$ cat src/rtl/imem_load_ctrl.sv
// Instruction-memory port arbiter: fetch path passes straight through in IDLE,
// boot/debug loader streams words into consecutive addresses while the CPU stalls.
module imem_load_ctrl #(
  parameter int unsigned        AD_WD   = 16,
  parameter int unsigned        DATA_WD = 32,
  parameter int unsigned        DEPTH   = 100,
  parameter logic [DATA_WD-1:0] NOP     = '0
) (
  input  logic               clk,
  input  logic               rst_n,
  input  logic [AD_WD-1:0]   cpu_pc,
  output logic [DATA_WD-1:0] cpu_instr,
  output logic               cpu_stall,
  input  logic               ld_start,
  input  logic [AD_WD-1:0]   ld_base,
  input  logic [AD_WD-1:0]   ld_len,
  input  logic               ld_abort,
  input  logic               ld_valid,
  input  logic [DATA_WD-1:0] ld_data,
  output logic               ld_ready,
  output logic               ld_busy,
  output logic               ld_done,
  output logic               ld_err,
  output logic [AD_WD-1:0]   ld_count,
  output logic [AD_WD-1:0]   mem_address,
  output logic               mem_write,
  output logic [DATA_WD-1:0] mem_data_in,
  input  logic [DATA_WD-1:0] mem_data_out
);

  typedef enum logic [1:0] {
    IDLE = 2'd0,
    LOAD = 2'd1,
    DONE = 2'd2
  } state_t;

  state_t           r_state;
  state_t           w_state_nxt;
  logic [AD_WD-1:0] r_wr_ptr;
  logic [AD_WD-1:0] r_remaining;
  logic [AD_WD-1:0] r_count;
  logic             r_done;
  logic             r_err;
  logic [AD_WD-1:0] w_wr_ptr_nxt;
  logic [AD_WD-1:0] w_remaining_nxt;
  logic [AD_WD-1:0] w_count_nxt;
  logic             w_done_nxt;
  logic             w_err_nxt;
  logic [AD_WD:0]   w_sum;
  logic             w_req_ok;
  logic             w_beat;

  // Extra carry bit so base+len cannot wrap past the depth check.
  assign w_sum    = {1'b0, ld_base} + {1'b0, ld_len};
  assign w_req_ok = (ld_len != '0) && (w_sum <= (AD_WD+1)'(DEPTH));
  assign w_beat   = (r_state == LOAD) && ld_valid && !ld_abort;

  assign ld_done  = r_done;
  assign ld_err   = r_err;
  assign ld_count = r_count;

  always_ff @(posedge clk or negedge rst_n) begin
    if (!rst_n) begin
      r_state     <= IDLE;
      r_wr_ptr    <= '0;
      r_remaining <= '0;
      r_count     <= '0;
      r_done      <= 1'b0;
      r_err       <= 1'b0;
    end else begin
      r_state     <= w_state_nxt;
      r_wr_ptr    <= w_wr_ptr_nxt;
      r_remaining <= w_remaining_nxt;
      r_count     <= w_count_nxt;
      r_done      <= w_done_nxt;
      r_err       <= w_err_nxt;
    end
  end

  always_comb begin
    w_state_nxt     = r_state;
    w_wr_ptr_nxt    = r_wr_ptr;
    w_remaining_nxt = r_remaining;
    w_count_nxt     = r_count;
    w_done_nxt      = 1'b0;
    w_err_nxt       = 1'b0;
    case (r_state)
      IDLE: begin
        if (ld_start) begin
          if (w_req_ok) begin
            w_wr_ptr_nxt    = ld_base;
            w_remaining_nxt = ld_len;
            w_count_nxt     = '0;
            w_state_nxt     = LOAD;
          end else begin
            w_err_nxt = 1'b1;
          end
        end
      end
      LOAD: begin
        if (ld_abort) begin
          w_err_nxt   = 1'b1;
          w_state_nxt = IDLE;
        end else if (w_beat) begin
          w_wr_ptr_nxt    = r_wr_ptr + AD_WD'(1);
          w_remaining_nxt = r_remaining - AD_WD'(1);
          w_count_nxt     = r_count + AD_WD'(1);
          if (r_remaining == AD_WD'(1)) begin
            w_done_nxt  = 1'b1;
            w_state_nxt = DONE;
          end
        end
      end
      DONE:    w_state_nxt = IDLE;
      default: w_state_nxt = IDLE;
    endcase
  end

  always_comb begin
    mem_address = cpu_pc;
    mem_write   = 1'b0;
    mem_data_in = ld_data;
    cpu_instr   = mem_data_out;
    cpu_stall   = 1'b0;
    ld_ready    = 1'b0;
    ld_busy     = 1'b0;
    case (r_state)
      LOAD: begin
        mem_address = r_wr_ptr;
        mem_write   = w_beat;
        cpu_instr   = NOP;
        cpu_stall   = 1'b1;
        ld_ready    = !ld_abort;
        ld_busy     = 1'b1;
      end
      DONE: begin
        cpu_instr = NOP;
        cpu_stall = 1'b1;
        ld_busy   = 1'b1;
      end
      default: ;
    endcase
  end

endmodule

$ cat config.mk
export PLATFORM = sky130hd
export DESIGN_NAME = imem_load_ctrl
export DESIGN_NICKNAME = d
export VERILOG_FILES = /design/src/rtl/imem_load_ctrl.sv
export SDC_FILE = /design/constraint.sdc
export NUM_CORES = 1
export LEC_CHECK = 0
export CORE_UTILIZATION = 40
export DETAILED_ROUTE_END_ITERATION = 7
export HOLD_SLACK_MARGIN = 0.02
export PLACE_DENSITY = 0.77
export SLEW_MARGIN = 20
export SYNTH_ARGS = -nofsm -noshare
export SYNTH_HDL_FRONTEND = slang
export SYNTH_SLANG_ARGS = --single-unit
export TNS_END_PERCENT = 1
$ cat constraint.sdc
create_clock -name clk -period 7 [get_ports clk]
set_clock_uncertainty 0.1 [all_clocks]
set_input_delay 1.05 -clock clk [delete_from_list [all_inputs] [get_ports clk]]
set_output_delay 1.05 -clock clk [all_outputs]
set_load 0.05 [all_outputs]
# Word level (Yosys, flattened, before mapping)
# Cells that the tools add are included.
# classes
n_addsub,4
multipliers,0
n_div,0
n_lt_le_gt_ge,1
n_eq_ne,9
shifts,0
n_mux,34
bitwise_logic,0
reduce_logical,10
# ops
cell,count
$mux W16,13
$pmux W16 S2,3
$add A16 B1 Y16 const B,2
$mux W32,1
$add A16 B16 Y17,1
$le A17 B7 Y1 const B,1
$eq A16 B1 Y1 const B,1
$reduce_bool A16 Y1,1
$sub A16 B1 Y16 const B,1
$mux W1,10
$mux W2,5
$ne A2 B2 Y1 const B,4
$reduce_and A5 Y1,1
$pmux W2 S2,1
$reduce_and A4 Y1,1
$logic_and A1 B1 Y1,3
$ne A3 B2 Y1 const B,1
$ne A3 B3 Y1 const B,1
$eq A2 B1 Y1 const B,1
$eq A2 B2 Y1 const B,1
$logic_not A2 Y1,1
$pmux W1 S2,1
$reduce_bool A2 Y1,1
$reduce_or A2 Y1,1
$logic_not A1 Y1,1
# totals
register_bits,52
latch_bits,0
ram_bits,0
rom_bits,0
input_bits,117
out_inout_bits,102
word_cells,64
n_memories,0

# Logic depth before layout (Yosys ltp)
# Gate-level depths: netlist of the first run.
# depth
ltp_word,6
mapped_depth,14
depth_no_buf,11

# Worst setup path after synthesis of the first run
# Ideal clock, no wire load.
# synth_timing
path_kind,input port to flip-flop
start,in ld_base[0]
end,reg r_remaining[0]
setup_ns,0.131
t_arrival_ns,3.892
required_ns,6.769
setup_slack_ns,2.877
cell_stages,14
path_buffers,3
path_cell_list,ha_1 fa_1 a211oi_2 o211ai_1 a31oi_1 o21ai_0 xnor2_1 nor4bb_1 buf_4 a31oi_1 buf_2 buf_6 o31ai_2 o31ai_2
# synth_between
elab_chain_cells,5
# synth_lines
item,line_no,text
"start, declared",15,"input logic [AD_WD-1:0] ld_base,"
$add A16 B16 Y17,54,"assign w_sum = {1'b0, ld_base} + {1'b0, ld_len};"
$le A17 B7 Y1,55,assign w_req_ok = (ld_len != '0) && (w_sum <= (AD_WD+1)'(DEPTH));
$logic_and A1 B1 Y1,55,
$ne A2 B2 Y1 (no line),--,
$reduce_and A5 Y1 (no line),--,
"end signal, assigned",73,r_remaining <= w_remaining_nxt;
"end, declared",40,logic [AD_WD-1:0] r_remaining;
# No other way between the ends.
# A chain may end at the register's enable or synchronous reset.

# Worst setup path after layout of the first run
# layout_timing
start,in ld_abort
end,out mem_write
# layout_between
elab_chain_cells,3
# layout_lines
item,line_no,text
"start, declared",17,"input logic ld_abort,"
$logic_not A1 Y1,56,assign w_beat = (r_state == LOAD) && ld_valid && !ld_abort;
$logic_and A1 B1 Y1,56,
$mux W1,127,case (r_state)
"end, declared",26,"output logic mem_write,"
# No other way between the ends.

==> results of run 1 <==
[cell type report]
cell class / instances / share of cell area (%)
timing repair buffer: 159 / 23.8
tap: 168 / 3.18
sequential: 52 / 19.7
clock buffer: 6 / 2.10
multi-input combinational: 496 / 49.4
inverter: 20 / 1.14
clock inverter: 2 / 0.588
[cells by family after synthesis]
group           after synthesis  share of synthesized area (%)
simple gates                251                           26.6
compound gates              187                           24.9
buf+inv                      89                           9.88
flops                        52                           25.8
mux                          23                           4.93
xor+xnor                     12                           2.08
fa+ha+maj                    23                           5.85
[flip-flops by register name, indices dropped and copies added, names as in the netlist]
signal,flops
ld_done,1
r_remaining,16
ld_err,1
r_wr_ptr,16
ld_count,16
r_state,2
[cell usage in the layout (no fill, tap or decap), types with 11 or more instances in the layout]
master,count
nand4_1,11
ha_1,21
nand2_1,49
o21ai_0,49
nor2_1,37
nand3_1,28
clkdlybuf4s50_1,153
nand2b_1,14
inv_1,20
dfrtp_1,52
a21oi_1,37
nor2b_1,34
or3_1,16
nor3_1,16
a31oi_1,12
mux2_2,15
[per-layer routing]
metal	track usage [%]	share of wire, %	vias to the layer above
li1	-	-	2518
met1	33.9	44	2546
met2	38.8	48	230
met3	3.07	6.7	21
met4	7.10	1.5	0
met5	0	0	-
[cell usage after synthesis, types with 10 or more instances]
library cell	count
buf_4	36
nand2_1	49
inv_1	20
nor4_1	10
a31oi_1	13
nand3_1	28
o21ai_0	49
a22o_1	10
mux2_2	15
a21oi_1	37
or3_1	16
nor2_1	38
dfrtp_1	52
ha_1	22
clkbuf_1	23
nand2b_1	14
nor2b_1	34
nor3_1	16
nand4_1	11
[power breakdown]
| group | switching, W | internal (W) | leakage [nW] |
|---|---|---|---|
| clock network | 0.000116 | 0.000179 | 0.0871 |
| logic | 0.000469 | 0.000321 | 1.83 |
| registers | 0.000137 | 0.000398 | 0.668 |
| total | 0.000722 | 0.000898 | 2.59 |
[through the flow]
stage | area [µm²] | utilization [%] | hold slack, ns | std cells | worst slack, ns
after floorplan | 5050 | - | 0.360 | 637 | 2.88
after global placement | 6420 | 52.8 | 0.375 | 895 | 2.04
after detailed placement | 6420 | 52.8 | 0.397 | 895 | 1.84
after CTS | 6600 | 54.2 | 0.412 | 903 | 2.06
after global routing | 6600 | 54.3 | 0.433 | 903 | 1.78
final | 6600 | 54.3 | 0.404 | 903 | 2.03
[how the worst max path moves through the flow]
| stage | start | endpoint | slack [ns] | cells past startpoint |
|---|---|---|---|---|
| floorplan | ld_base[0] | r_remaining[0] | 2.88 | 14 |
| global placement | ld_base[0] | r_wr_ptr[12] | 2.04 | 11 |
| detailed placement | ld_len[0] | r_wr_ptr[12] | 1.84 | 11 |
| CTS | ld_abort | mem_write | 2.06 | 5 |
| global route | ld_len[0] | ld_count[13] | 1.78 | 13 |
| finish | ld_abort | mem_write | 2.03 | 5 |
==> flow_summary.json, run 1 <==
{
  "dr_total_vias": 5315,
  "ir_drop_uv": 165,
  "drt_wl_total_mm": 16.1,
  "critPathLaunchType": "primary input",
  "die_y_um": 114,
  "worst-slew-pin-transition_ns": 0.998,
  "drt_iter0_markers": 527,
  "ys_top_cells_by_area": "dfrtp_1 26%, ha_1 5.4%, buf_4 5.4%",
  "place_congestion": 0.932,
  "ctsHtreeMaxLevel": 2,
  "synth_fp_nets": 777,
  "grt_start_max_net_pins": 98,
  "io_pins": 219,
  "async_reset_ff_share_pct": 100,
  "cts_tree": "built",
  "r2r_end": "r_wr_ptr[0]",
  "synth_top_cell_by_area": "dfrtp_1",
  "crit_path_frequent_cell": "clkdlybuf4s50_1",
  "max_slew_margin_pct": 33.4,
  "maxCapViolCount": 0,
  "reg2reg_from": "r_state[0]",
  "drive_above_1_share_pct": 6.94,
  "r2r_slack_ns": 3.17,
  "numCtsBuffers": 5,
  "grt_usage_pct": 24.1,
  "critical_path_class": "in -> out",
  "grt_pass1_wl_mm": 25.2,
  "hold_depth": 1,
  "grt_overflow": 0,
  "drtAntennaViolNets": 0,
  "path_cells": "clkdlybuf4s50_1 > nor2_1 > nand2_1 > inv_1 > clkdlybuf4s50_1",
  "drcViolationCount": 0,
  "yosysSeqAreaShare_pct": 25.8,
  "rsz0062_at_grt": "false",
  "worstHoldStart": "r_state[1]",
  "netlist_instances": 637,
  "yosys_warnings": 0,
  "clock_sinks": 52,
  "coreArea_um2": 12200,
  "synthDistinctLibCells": 74,
  "path_clk_slew_ns": 0.07,
  "hp-class": "reg -> reg",
  "avgSynthCellArea_um2": 7.93,
  "fillerInstances": 1125,
  "io_buffers": 154,
  "initial_utilization_pct": 41.5,
  "postCtsSetupRepairBufs": 0,
  "clk_latency_ns": 0.29,
  "via_per_inst": 5.89,
  "ctsResizeCount": 0,
  "powerDensity_nw_per_um2": 246,
  "multi_input_area_um2": 3260,
  "hold_buffers": 0,
  "path_delay_family": "buffers and inverters",
  "setup_viol": 0,
  "die_w_um": 114,
  "register_area_um2": 1300,
  "finalHoldViolCount": 0,
  "yosysTopAreaCellShare_pct": 25.8,
  "p_leak_nw": 2.59,
  "dp_hpwl_mm": 12.1,
  "antenna_found_initial": 0,
  "reg2reg_depth": 8,
  "ys.flop_type": "dfrtp_1",
  "area_delta_synth_final_pct": 30.7,
  "status": "finished, final reports clean",
  "grt_pass1_vias": 4861,
  "cp_max_fo": 23,
  "worstPathRequired_ns": 5.85,
  "synth-seq-cells": 52,
  "syn_area_um2": 5050,
  "cts_root_buf": "clkbuf_16",
  "layout.nets": 874,
  "crit_slowest_cell": "clkdlybuf4s50_1",
  "max_freq_mhz": 201,
  "dr.pass1.iters": 5,
  "hold-path-endpoint": "r_state[1]",
  "min_period_over_period_pct": 71.1,
  "crit_arrival_ns": 3.82,
  "drt-wirelength-per-cell_um": 17.8,
  "cp-end-kind": "primary output",
  "antenna_cells": 0,
  "crit_buf_inv": 3,
  "min_period_ns": 4.97,
  "clockBufferDepth": 2,
  "fin_setup_tns_ns": 0,
  "drv_slew": 0,
  "slowest_delay_ns": 0.92,
  "die_area_um2": 13100,
  "p_total_w": 0.00162,
  "rows": 40,
  "synth_edf_count": 0
}
No activity file was read; power rests on OpenSTA's default activity.
==> run 2: changes to the inputs <==
==> constraint.sdc (replaced) <==
create_clock -name clk -period 5 [get_ports clk]
set_clock_uncertainty 0.1 [all_clocks]
set_input_delay 0.75 -clock clk [delete_from_list [all_inputs] [get_ports clk]]
set_output_delay 0.75 -clock clk [all_outputs]
set_load 0.05 [all_outputs]
==> flow_summary.json, run 2 (synthesis gave the netlist of run 1 again) <==
{
  "crit_path_end": "r_remaining[12]",
  "place_congestion": 0.936,
  "maxCapViolCount": 0,
  "p_int_w": 0.00130,
  "ctsResizeCount": 0,
  "hold_buffers": 0,
  "reg2reg_depth": 11,
  "grt_start_max_net_pins": 98,
  "pwr-share-seq_pct": 32.1,
  "fin_setup_tns_ns": 0,
  "clockBufferDepth": 2,
  "area_delta_synth_final_pct": 32.5,
  "finalHoldViolCount": 0,
  "reg2reg_from": "r_remaining[0]",
  "multi_input_area_um2": 3260,
  "dr_total_vias": 5348,
  "critical_path_class": "in -> reg",
  "whs_ns": 0.415,
  "cts_tree": "built",
  "grt_use_met3_pct": 3.71,
  "crit_path_start": "ld_base[0]",
  "rows": 40,
  "status": "finished, final reports clean",
  "max_slew_margin_pct": 34.3,
  "final_cell_mix": "153 x clkdlybuf4s50_1, 52 x dfrtp_1, 49 x nand2_1, 49 x o21ai_0, 38 x nor2_1",
  "drcViolationCount": 0,
  "drv_slew": 0,
  "grt_usage_pct": 25.0,
  "p_sw_share_pct": 44.0,
  "critPathLaunchType": "primary input",
  "initial_utilization_pct": 41.5,
  "die_y_um": 114,
  "grt_overflow": 0,
  "comb_power_share_pct": 48.3,
  "hp-class": "reg -> reg",
  "r2r_end": "r_remaining[14]",
  "power.share.clock_pct": 19.6,
  "min_period_ns": 4.53,
  "path_clk_slew_ns": 0.08,
  "fillerInstances": 1127,
  "numCtsBuffers": 5,
  "final_common_cell": "clkdlybuf4s50_1",
  "dr.pass1.iters": 5,
  "cp-end-kind": "register",
  "register_area_um2": 1300,
  "r2r_slack_ns": 1.81,
  "setup_viol": 0,
  "max_freq_mhz": 221,
  "grt_pass1_vias": 5109,
  "die_area_um2": 13100,
  "drt_iter0_markers": 475,
  "dp_hpwl_mm": 12.4,
  "layout.nets": 883,
  "die_w_um": 114,
  "drt-wirelength-per-cell_um": 17.9,
  "clk_latency_ns": 0.30,
  "grt_pass1_wl_mm": 25.9,
  "powerDensity_nw_per_um2": 348,
  "cts_root_buf": "clkbuf_16",
  "rsz0062_at_grt": "false",
  "ir_drop_uv": 215,
  "worst-slew-pin-transition_ns": 0.986,
  "postCtsSetupRepairBufs": 0,
  "cp_max_fo": 24,
  "worstPathRequired_ns": 5.09,
  "crit_arrival_ns": 4.62,
  "drt_wl_total_mm": 16.4,
  "io_buffers": 154,
  "coreArea_um2": 12200,
  "io_pins": 219,
  "ctsHtreeMaxLevel": 2,
  "min_period_over_period_pct": 90.5,
  "via_per_inst": 5.86,
  "p_switching_w": 0.00102,
  "drive_above_1_share_pct": 7.93,
  "antenna_cells": 0,
  "drtAntennaViolNets": 0,
  "antenna_found_initial": 0,
  "busiest_layer": "met2",
  "p_leak_nw": 2.64,
  "clock_sinks": 52,
  "globalRouteMet2Util_pct": 40.8,
  "p_total_w": 0.00233,
  "use_met1_pct": 34.2
}
-- run 2: cell type report --
type                       instances  share of cell area (%)
clock buffer                       5                    1.87
timing repair buffer             168                    24.7
clock inverter                     3                    1.03
sequential                        52                    19.4
multi-input combinational        496                    48.7
inverter                          20                    1.12
tap                              168                    3.14
-- run 2: metal layers --
layer	share of wire, %	vias to the layer above
met4	1.8	0
met2	48	228
met5	0	-
met1	43	2555
met3	7.2	27
li1	-	2538
-- run 2: worst min-delay path by stage --
| stage | start | end | cells after the start |
|---|---|---|---|
| finish | r_state[1] | r_state[1] | 1 |
| detailed placement | r_state[1] | r_state[1] | 1 |
| global route | r_state[1] | r_state[1] | 1 |
| global placement | r_state[1] | r_state[1] | 1 |
| CTS | r_state[1] | r_state[1] | 1 |
| floorplan | rst_n | ld_count[0] | 0 |
-- run 2: worst max-delay path, stage by stage --
cell,delay [ns]
clkdlybuf4s50_1,0.46
ha_1,0.27
fa_1,0.42
a211oi_2,0.33
o21ai_1,0.13
xnor2_1,0.14
a2111oi_0,0.65
nor3b_1,0.12
nor4bb_1,0.17
buf_4,0.20
a31oi_2,0.29
buf_4,0.32
nor2_1,0.10
a221oi_1,0.26
-- run 2: power groups by stage --
stage,registers (W),clock network (W),logic [W]
floorplan,0.000758,0,0.000778
CTS,0.000739,0.000454,0.00112
detailed placement,0.000746,0,0.00111
global placement,0.000742,0,0.00109
global route,0.000769,0.000479,0.00121
finish,0.000748,0.000456,0.00112
-- run 2: through the flow --
stage	setup WS, ns	instance area [µm²]	cells	utilization (%)
after floorplan	1.18	5050	637	-
after global placement	0.442	6500	904	53.4
after detailed placement	0.233	6500	904	53.4
after CTS	0.558	6690	912	55.0
after global routing	0.242	6690	912	55.0
final	0.475	6690	912	55.0
